File: src/rtl/addsub_seq_unit.sv
// Multi-cycle two's-complement adder/subtractor: one CHUNK-bit carry slice reused
// NCHUNK times per operation, with valid/ready on both sides. Optional macro: ADDSUB_SAT_EN.
module addsub_seq_unit #(
    parameter int WIDTH = 8,
    parameter int CHUNK = 2
) (
    input  logic             clk,
    input  logic             rst_n,
    input  logic             i_in_valid,
    output logic             o_in_ready,
    input  logic             i_mode,
    input  logic [WIDTH-1:0] i_a,
    input  logic [WIDTH-1:0] i_b,
    output logic             o_out_valid,
    input  logic             i_out_ready,
    output logic [WIDTH-1:0] o_s,
    output logic             o_cout,
    output logic             o_ovf,
    output logic             o_zero
);

    localparam int NCHUNK = WIDTH / CHUNK;
    localparam int IDXW   = (NCHUNK > 1) ? $clog2(NCHUNK) : 1;
    localparam logic [IDXW-1:0] LAST_IDX = IDXW'(NCHUNK - 1);

    typedef enum logic [1:0] {
        ST_IDLE = 2'd0,
        ST_RUN  = 2'd1,
        ST_DONE = 2'd2
    } state_t;

    state_t           r_state;
    state_t           w_state_next;
    logic             r_in_ready;
    logic             r_out_valid;

    logic [WIDTH-1:0] r_a;
    logic [WIDTH-1:0] r_b;
    logic [WIDTH-1:0] r_res;
    logic             r_carry;
    logic [IDXW-1:0]  r_idx;

    logic [WIDTH-1:0] r_s;
    logic             r_cout;
    logic             r_ovf;
    logic             r_zero;

    logic             w_accept;
    logic             w_last;
    logic [CHUNK-1:0] w_a_chunk;
    logic [CHUNK-1:0] w_b_chunk;
    logic [CHUNK:0]   w_chunk_full;
    logic [CHUNK-1:0] w_sum_chunk;
    logic             w_chunk_cout;
    logic             w_chunk_cmsb;
    logic             w_ovf_final;
    logic [WIDTH-1:0] w_res_next;
    logic [WIDTH-1:0] w_s_final;

`ifdef ADDSUB_SAT_EN
    // Signed extreme in the direction of operand A's sign.
    function automatic logic [WIDTH-1:0] sat_value(input logic a_msb);
        logic [WIDTH-1:0] v;
        if (a_msb) begin
            v = {1'b1, {(WIDTH-1){1'b0}}};
        end else begin
            v = {1'b0, {(WIDTH-1){1'b1}}};
        end
        return v;
    endfunction
`endif

    assign w_accept = i_in_valid && r_in_ready;
    assign w_last   = (r_state == ST_RUN) && (r_idx == LAST_IDX);

    // Single carry-chain slice operating on the current chunk.
    always_comb begin
        w_a_chunk    = r_a[int'(r_idx)*CHUNK +: CHUNK];
        w_b_chunk    = r_b[int'(r_idx)*CHUNK +: CHUNK];
        w_chunk_full = {1'b0, w_a_chunk} + {1'b0, w_b_chunk} + {{CHUNK{1'b0}}, r_carry};
        w_sum_chunk  = w_chunk_full[CHUNK-1:0];
        w_chunk_cout = w_chunk_full[CHUNK];
        // Carry into the slice MSB recovered from the sum bit and its two addend bits.
        w_chunk_cmsb = w_sum_chunk[CHUNK-1] ^ w_a_chunk[CHUNK-1] ^ w_b_chunk[CHUNK-1];
        w_ovf_final  = w_chunk_cmsb ^ w_chunk_cout;
    end

    // Merge the new sum chunk into the partial result and apply optional clamping.
    always_comb begin
        w_res_next = r_res;
        w_res_next[int'(r_idx)*CHUNK +: CHUNK] = w_sum_chunk;
`ifdef ADDSUB_SAT_EN
        if (w_ovf_final) begin
            w_s_final = sat_value(r_a[WIDTH-1]);
        end else begin
            w_s_final = w_res_next;
        end
`else
        w_s_final = w_res_next;
`endif
    end

    // Next-state logic.
    always_comb begin
        w_state_next = r_state;
        case (r_state)
            ST_IDLE: begin
                if (w_accept) begin
                    w_state_next = ST_RUN;
                end else begin
                    w_state_next = ST_IDLE;
                end
            end
            ST_RUN: begin
                if (w_last) begin
                    w_state_next = ST_DONE;
                end else begin
                    w_state_next = ST_RUN;
                end
            end
            ST_DONE: begin
                if (i_out_ready) begin
                    w_state_next = ST_IDLE;
                end else begin
                    w_state_next = ST_DONE;
                end
            end
            default: w_state_next = ST_IDLE;
        endcase
    end

    // State register with registered handshake outputs decoded from the next state.
    always_ff @(posedge clk or negedge rst_n) begin
        if (!rst_n) begin
            r_state     <= ST_IDLE;
            r_in_ready  <= 1'b1;
            r_out_valid <= 1'b0;
        end else begin
            r_state     <= w_state_next;
            r_in_ready  <= (w_state_next == ST_IDLE);
            r_out_valid <= (w_state_next == ST_DONE);
        end
    end

    // Operand capture, chunk iteration and result/flag registers.
    always_ff @(posedge clk or negedge rst_n) begin
        if (!rst_n) begin
            r_a     <= {WIDTH{1'b0}};
            r_b     <= {WIDTH{1'b0}};
            r_res   <= {WIDTH{1'b0}};
            r_carry <= 1'b0;
            r_idx   <= {IDXW{1'b0}};
            r_s     <= {WIDTH{1'b0}};
            r_cout  <= 1'b0;
            r_ovf   <= 1'b0;
            r_zero  <= 1'b0;
        end else begin
            case (r_state)
                ST_IDLE: begin
                    if (w_accept) begin
                        r_a     <= i_a;
                        r_b     <= i_b ^ {WIDTH{i_mode}};
                        r_carry <= i_mode;
                        r_idx   <= {IDXW{1'b0}};
                        r_res   <= {WIDTH{1'b0}};
                    end
                end
                ST_RUN: begin
                    r_res   <= w_res_next;
                    r_carry <= w_chunk_cout;
                    if (w_last) begin
                        r_idx  <= {IDXW{1'b0}};
                        r_s    <= w_s_final;
                        r_cout <= w_chunk_cout;
                        r_ovf  <= w_ovf_final;
                        r_zero <= ~|w_s_final;
                    end else begin
                        r_idx <= r_idx + IDXW'(1);
                    end
                end
                ST_DONE: begin
                    r_idx <= {IDXW{1'b0}};
                end
                default: begin
                    r_idx <= {IDXW{1'b0}};
                end
            endcase
        end
    end

    assign o_in_ready  = r_in_ready;
    assign o_out_valid = r_out_valid;
    assign o_s         = r_s;
    assign o_cout      = r_cout;
    assign o_ovf       = r_ovf;
    assign o_zero      = r_zero;

endmodule
File: config.mk
export PLATFORM = sky130hd
export DESIGN_NAME = addsub_seq_unit
export DESIGN_NICKNAME = d
export VERILOG_FILES = /design/src/rtl/addsub_seq_unit.sv
export SDC_FILE = /design/constraint.sdc
export NUM_CORES = 1
export LEC_CHECK = 0
export ABC_AREA = 0
export CORE_MARGIN = 4
export CORE_UTILIZATION = 40
export CTS_BUF_LIST = sky130_fd_sc_hd__clkbuf_4 sky130_fd_sc_hd__clkbuf_8 sky130_fd_sc_hd__clkbuf_16
export DETAILED_ROUTE_END_ITERATION = 7
export PLACE_DENSITY = 0.61
export SLEW_MARGIN = 20
export SYNTH_ARGS = -nofsm -noshare
export SYNTH_HDL_FRONTEND = slang
export SYNTH_SLANG_ARGS = --single-unit
export TNS_END_PERCENT = 1
File: constraint.sdc
create_clock -name clk -period 7.45 [get_ports clk]
set_input_delay 1.49 -clock clk [delete_from_list [all_inputs] [get_ports clk]]
set_output_delay 1.49 -clock clk [all_outputs]
set_load 0.1 [all_outputs]
# Word-level counts from Yosys, hierarchy flattened
# Cells that the tools add are included.
# word_totals
ff_bits	42
inputBits	21
out_inout_bits	13
# classes
add_sub_neg	4
n_eq_ne	5
shift	4
n_mux	12
bitwise	4
n_reduce_logical	10
# ops
operator	n
3-bit negator with 33-bit output	1
2-bit by 33-bit variable shift with 8-bit output (first input constant)	1
2-bit by 33-bit indexed part select with 8-bit output	1
8-bit one-hot mux with 2 select lines	1
8-bit by 4-bit indexed part select with 2-bit output	2
8-bit bitwise mux	1
2-bit two-way mux	4
8-bit two-way mux	1
8-bit OR reduction	1
8-bit bitwise XOR	1
2-bit equality test (second input constant)	3
2-bit one-hot mux with 3 select lines	1
2-bit AND reduction	3
2-bit logical NOT	2
2-bit one-hot mux with 2 select lines	1
2-bit by 2-bit adder with 3-bit output	1
3-bit by 1-bit adder with 3-bit output	1
1-bit bitwise XOR	3
2-bit by 1-bit adder with 2-bit output (second input constant)	1
2-bit by 1-bit equality test with 1-bit output (second input constant)	1
1-bit logical AND	2
1-bit two-way mux	2
2-bit != test (second input constant)	1
1-bit one-hot mux with 2 select lines	1
other kinds (2)	2

# Longest topological paths before layout
# depth
ltp_word	7
mapped_depth	9
depth_no_buf	8

# Worst setup path before layout
# OpenSTA, ideal clock, no wires.
# synth_timing
path_kind	flip-flop to flip-flop
startpoint	reg r_idx[0]
endpoint	reg r_ovf, in the netlist o_ovf
t_arrival_ns	2.631
slack_ns	4.697
path_stages_with_launch	10
n_path_buf	1
cell_sequence	dfrtp_1 > buf_2 > mux4_2 > fa_1 > inv_1 > fa_1 > xnor2_1 > xnor2_2 > xnor2_1 > o21ai_2
# synth_via
elab_chain_cells	6
elab_cells_between_ends	10
# synth_rtl
item	line_no	rtl
start: declaration	41	logic [IDXW-1:0] r_idx;
start signal: assignment	152	r_idx <= {IDXW{1'b0}};
start signal: assignment	164	r_idx <= {IDXW{1'b0}};
start signal: assignment	172	r_idx <= {IDXW{1'b0}};
8-bit by 4-bit indexed part select with 2-bit output, on equally long branches	78, 79	
2-bit by 2-bit adder with 3-bit output	80	w_chunk_full = {1'b0, w_a_chunk} + {1'b0, w_b_chunk} + {{CHUNK{1'b0}}, r_carry};
3-bit by 1-bit adder with 3-bit output	80	
1-bit bitwise XOR (2 in series)	84	w_chunk_cmsb = w_sum_chunk[CHUNK-1] ^ w_a_chunk[CHUNK-1] ^ w_b_chunk[CHUNK-1];
1-bit bitwise XOR	85	w_ovf_final = w_chunk_cmsb ^ w_chunk_cout;
end signal: assignment	175	r_ovf <= w_ovf_final;
end: declaration	45	logic r_ovf;
# Several ways; a longest one is shown, not always the timed one.
# A chain may end at the register's enable or synchronous reset.

# Final worst setup path
# layout_timing
startpoint	reg r_in_ready, in the netlist o_in_ready
endpoint	out o_in_ready
# layout_rtl
item	line_no	rtl
start: declaration	34	logic r_in_ready;
start signal: assignment	140	r_in_ready <= (w_state_next == ST_IDLE);
end: declaration	10	output logic o_in_ready,
# No word-level cell between the ends.

==> impl_results.md <==
- Synthesis-to-finish area growth: 23.9%
- DP Area: 0.00232 mm^2
- WS Path Type: reg -> out
- # setup viols final: 0
- Final hold vios: 0
- CP max stage cell: clkdlybuf4s50_1
- CP Capture Type: output port
- GPL Wtd Cong: 0.811
- Fin util: 51.2%
- Crit-path cells: clkdlybuf4s50_1
- Worst min path class: reg -> reg
- Layout Skew: 8.68 ps
- H-tree depth: 2
- Setup TNS Final: 0 ps
- Sequential cell area fraction in the yosys report: 51.0%
- Clock-pin slew on the worst setup and hold paths: 80 ps
- TritonCTS clock tree: done
- Max Freq: 289 MHz
- Post-Syn Area: 0.00197 mm^2
- Core area: 0.00475 mm^2
- Period minus WS final: 3460 ps
- Fin. max-slew vios: 0
- Starting Density: 41.4%
- Hold_ws: 476 ps
- Residual DRC: 0
- Post-CTS setup buffers: 0
- Initial detailed-routing violation count: 59
- Syn_nets: 211
- Worst path buffer plus inverter count: 1
- Final ANT Viol Nets: 0
- Worst path max stage delay: 1130 ps
- DR pass1 iterations: 4
- Layout cells sized above 1: 12.6%
- N_diodes: 0
- Yosys warnings: 0
- Post-Synthesis Cells: 183
- Maximum root-to-sink buffer count: 2
- Die height: 78.1 um
- Vias/cell: 4.95
- Row cnt: 25
- Cell family contributing the most delay on the critical path: buffers and inverters
- Vias in the first global route: 1431
- First-pass GRT wire length: 6450 um
- Synth cell types: 32
- Max Cap Viol: 0
- DP Wirelength: 2650 um
- Fin crit share: 46.5%
- Wirelength, routed: 3690 um
- Sink Count: 40
- Crit path arrival time: 1970 ps
- Gr ovfl total: 0
- CP Launch Type: flop
- Measured slew at the worst slew-check pin: 969 ps
- Die area: 0.00610 mm^2
- RSZ-0062 raised after global routing: no
- Antenna violations before repair: 0
- Post-route cell area: 0.00244 mm^2
- PostCTS Resize Cnt: 0
- Post-CTS Hold Buffers: 0
- Tot GR Track Use: 13.5%
- Status: complete, no violations
- Crit-path max FO: 3
- Synth Register Bits: 40
- Net count reported at finish: 241
- CTS Buf Count: 5
- Die width: 78.1 um
- Largest net degree at the start of global routing: 41
- Clock Latency Late Sink: 300 ps
- Max_slew headroom: 35.2%
- DR vias: 1392
- Root Buffer: clkbuf_8
- Ports: 34
- Port buffer count: 33
- Syn Area/Cell: 10.7 um^2
- WP data required: 5960 ps
- Routed WL per cell: 13.1 um
-- layout make-up --
cell class / count / area, um^2
multi-input cells: 125 / 886
repair buffers: 34 / 340
fillers: 447 / 2320
clock buffers: 6 / 82.6
well taps: 67 / 83.8
inverters: 7 / 26.3
flip-flops and latches: 40 / 1000
clock inverters: 2 / 15.0
-- kinds of logic (layout without fill, tap and decap cells) --
kind of cell,after synthesis,in the layout,share of synthesized area (%)
buf+inv,18,49,4.33
xor+xnor,11,11,5.28
flops,40,40,51.0
fa+ha+maj,7,7,5.22
mux,12,12,9.16
compound gates,39,39,11.9
simple gates,56,56,13.2
-- worst register-to-register path: cells and delay by family (launching register included) --
kind / cells / cell delay, ps
adders and majority gates: 2 / 870
DFF: 1 / 700
xor gates and xnor gates: 3 / 630
muxes: 1 / 600
buffers and inverters: 1 / 70
AOI/OAI and AO/OA: 1 / 60
-- cell usage after synthesis --
cell / instances / area share [%]
nor2b_1: 8 / 2.5
nand4_1: 2 / 0.64
o21ai_1: 1 / 0.25
xnor2_1: 10 / 4.5
nor2_1: 16 / 3.1
a21oi_1: 11 / 2.8
a22oi_1: 2 / 0.76
nand2b_1: 1 / 0.32
o21ai_0: 10 / 2.5
mux2_2: 8 / 4.6
dfrtp_1: 39 / 50
o21ai_2: 1 / 0.45
nor3b_1: 1 / 0.38
buf_6: 1 / 0.57
o21bai_1: 1 / 0.38
mux4_2: 4 / 4.6
a31oi_1: 2 / 0.64
nand3b_1: 1 / 0.38
nand3_1: 2 / 0.51
o21a_1: 1 / 0.38
inv_1: 7 / 1.3
ha_1: 5 / 3.2
or2_4: 1 / 0.45
xnor2_2: 1 / 0.83
buf_2: 8 / 2.0
a41oi_1: 4 / 1.8
o22ai_1: 6 / 1.9
fa_1: 2 / 2.0
nor3_2: 1 / 0.51
clkbuf_1: 2 / 0.38
nand2_1: 23 / 4.4
dfstp_2: 1 / 1.3
-- cells in the final DEF, fill, tap and decap left out --
cell             count
a21oi_1             11
a22oi_1              2
a31oi_1              2
a41oi_1              4
buf_2                1
buf_8                1
clkbuf_8             6
clkdlybuf4s50_1     32
clkinvlp_4           2
dfrtp_1             39
dfstp_2              1
fa_1                 2
ha_1                 5
inv_1                7
mux2_2               8
mux4_2               4
nand2_1             23
nand2b_1             1
nand3_1              2
nand3b_1             1
nand4_1              2
nor2_1              16
nor2b_1              8
nor3_4               1
nor3b_1              1
o21a_1               1
o21ai_0             10
o21ai_1              1
o21ai_2              1
o21bai_1             1
o22ai_1              6
or2_4                1
xnor2_1             10
xnor2_2              1
-- final timing paths --
path	start	to	slack [ps]	cells past startpoint
setup / recovery	o_in_ready	o_in_ready	3990	1
hold / removal	o_ovf	o_ovf	480	2
setup reg to reg	r_idx[0]	o_ovf	4400	8
hold reg to reg	o_ovf	o_ovf	480	2
max in group asynchronous	rst_n	o_s[6]	5570	1
min in group asynchronous	rst_n	r_a[6]	1310	1
-- layer usage --
| layer | global-route usage (%) | wire length, um | vias up |
|---|---|---|---|
| met2 | 21.7 | 1780 | 27 |
| met1 | 16.8 | 1710 | 666 |
| li1 | - | - | 694 |
| met4 | 4.20 | 41 | 0 |
| met5 | 0 | 0 | - |
| met3 | 5.16 | 152 | 5 |
-- flip-flops by register name, summed over array words and instances, names as in the netlist --
name,cells
o_cout,1
o_in_ready,1
o_out_valid,1
o_ovf,1
o_s,8
o_zero,1
r_a,8
r_b,8
r_carry,1
r_idx,2
r_res,6
r_state,2
-- metrics by stage --
stage | std cells | worst slack, ps
2_1_floorplan | 183 | 4700
3_3_place_gp | 272 | 3980
3_5_place_dp | 272 | 3920
4_1_cts | 280 | 3970
5_1_grt | 281 | 3920
6_report | 281 | 3990
Power is not shown: default switching activity piles up to over one toggle a cycle in this logic, so the estimate is an artifact.
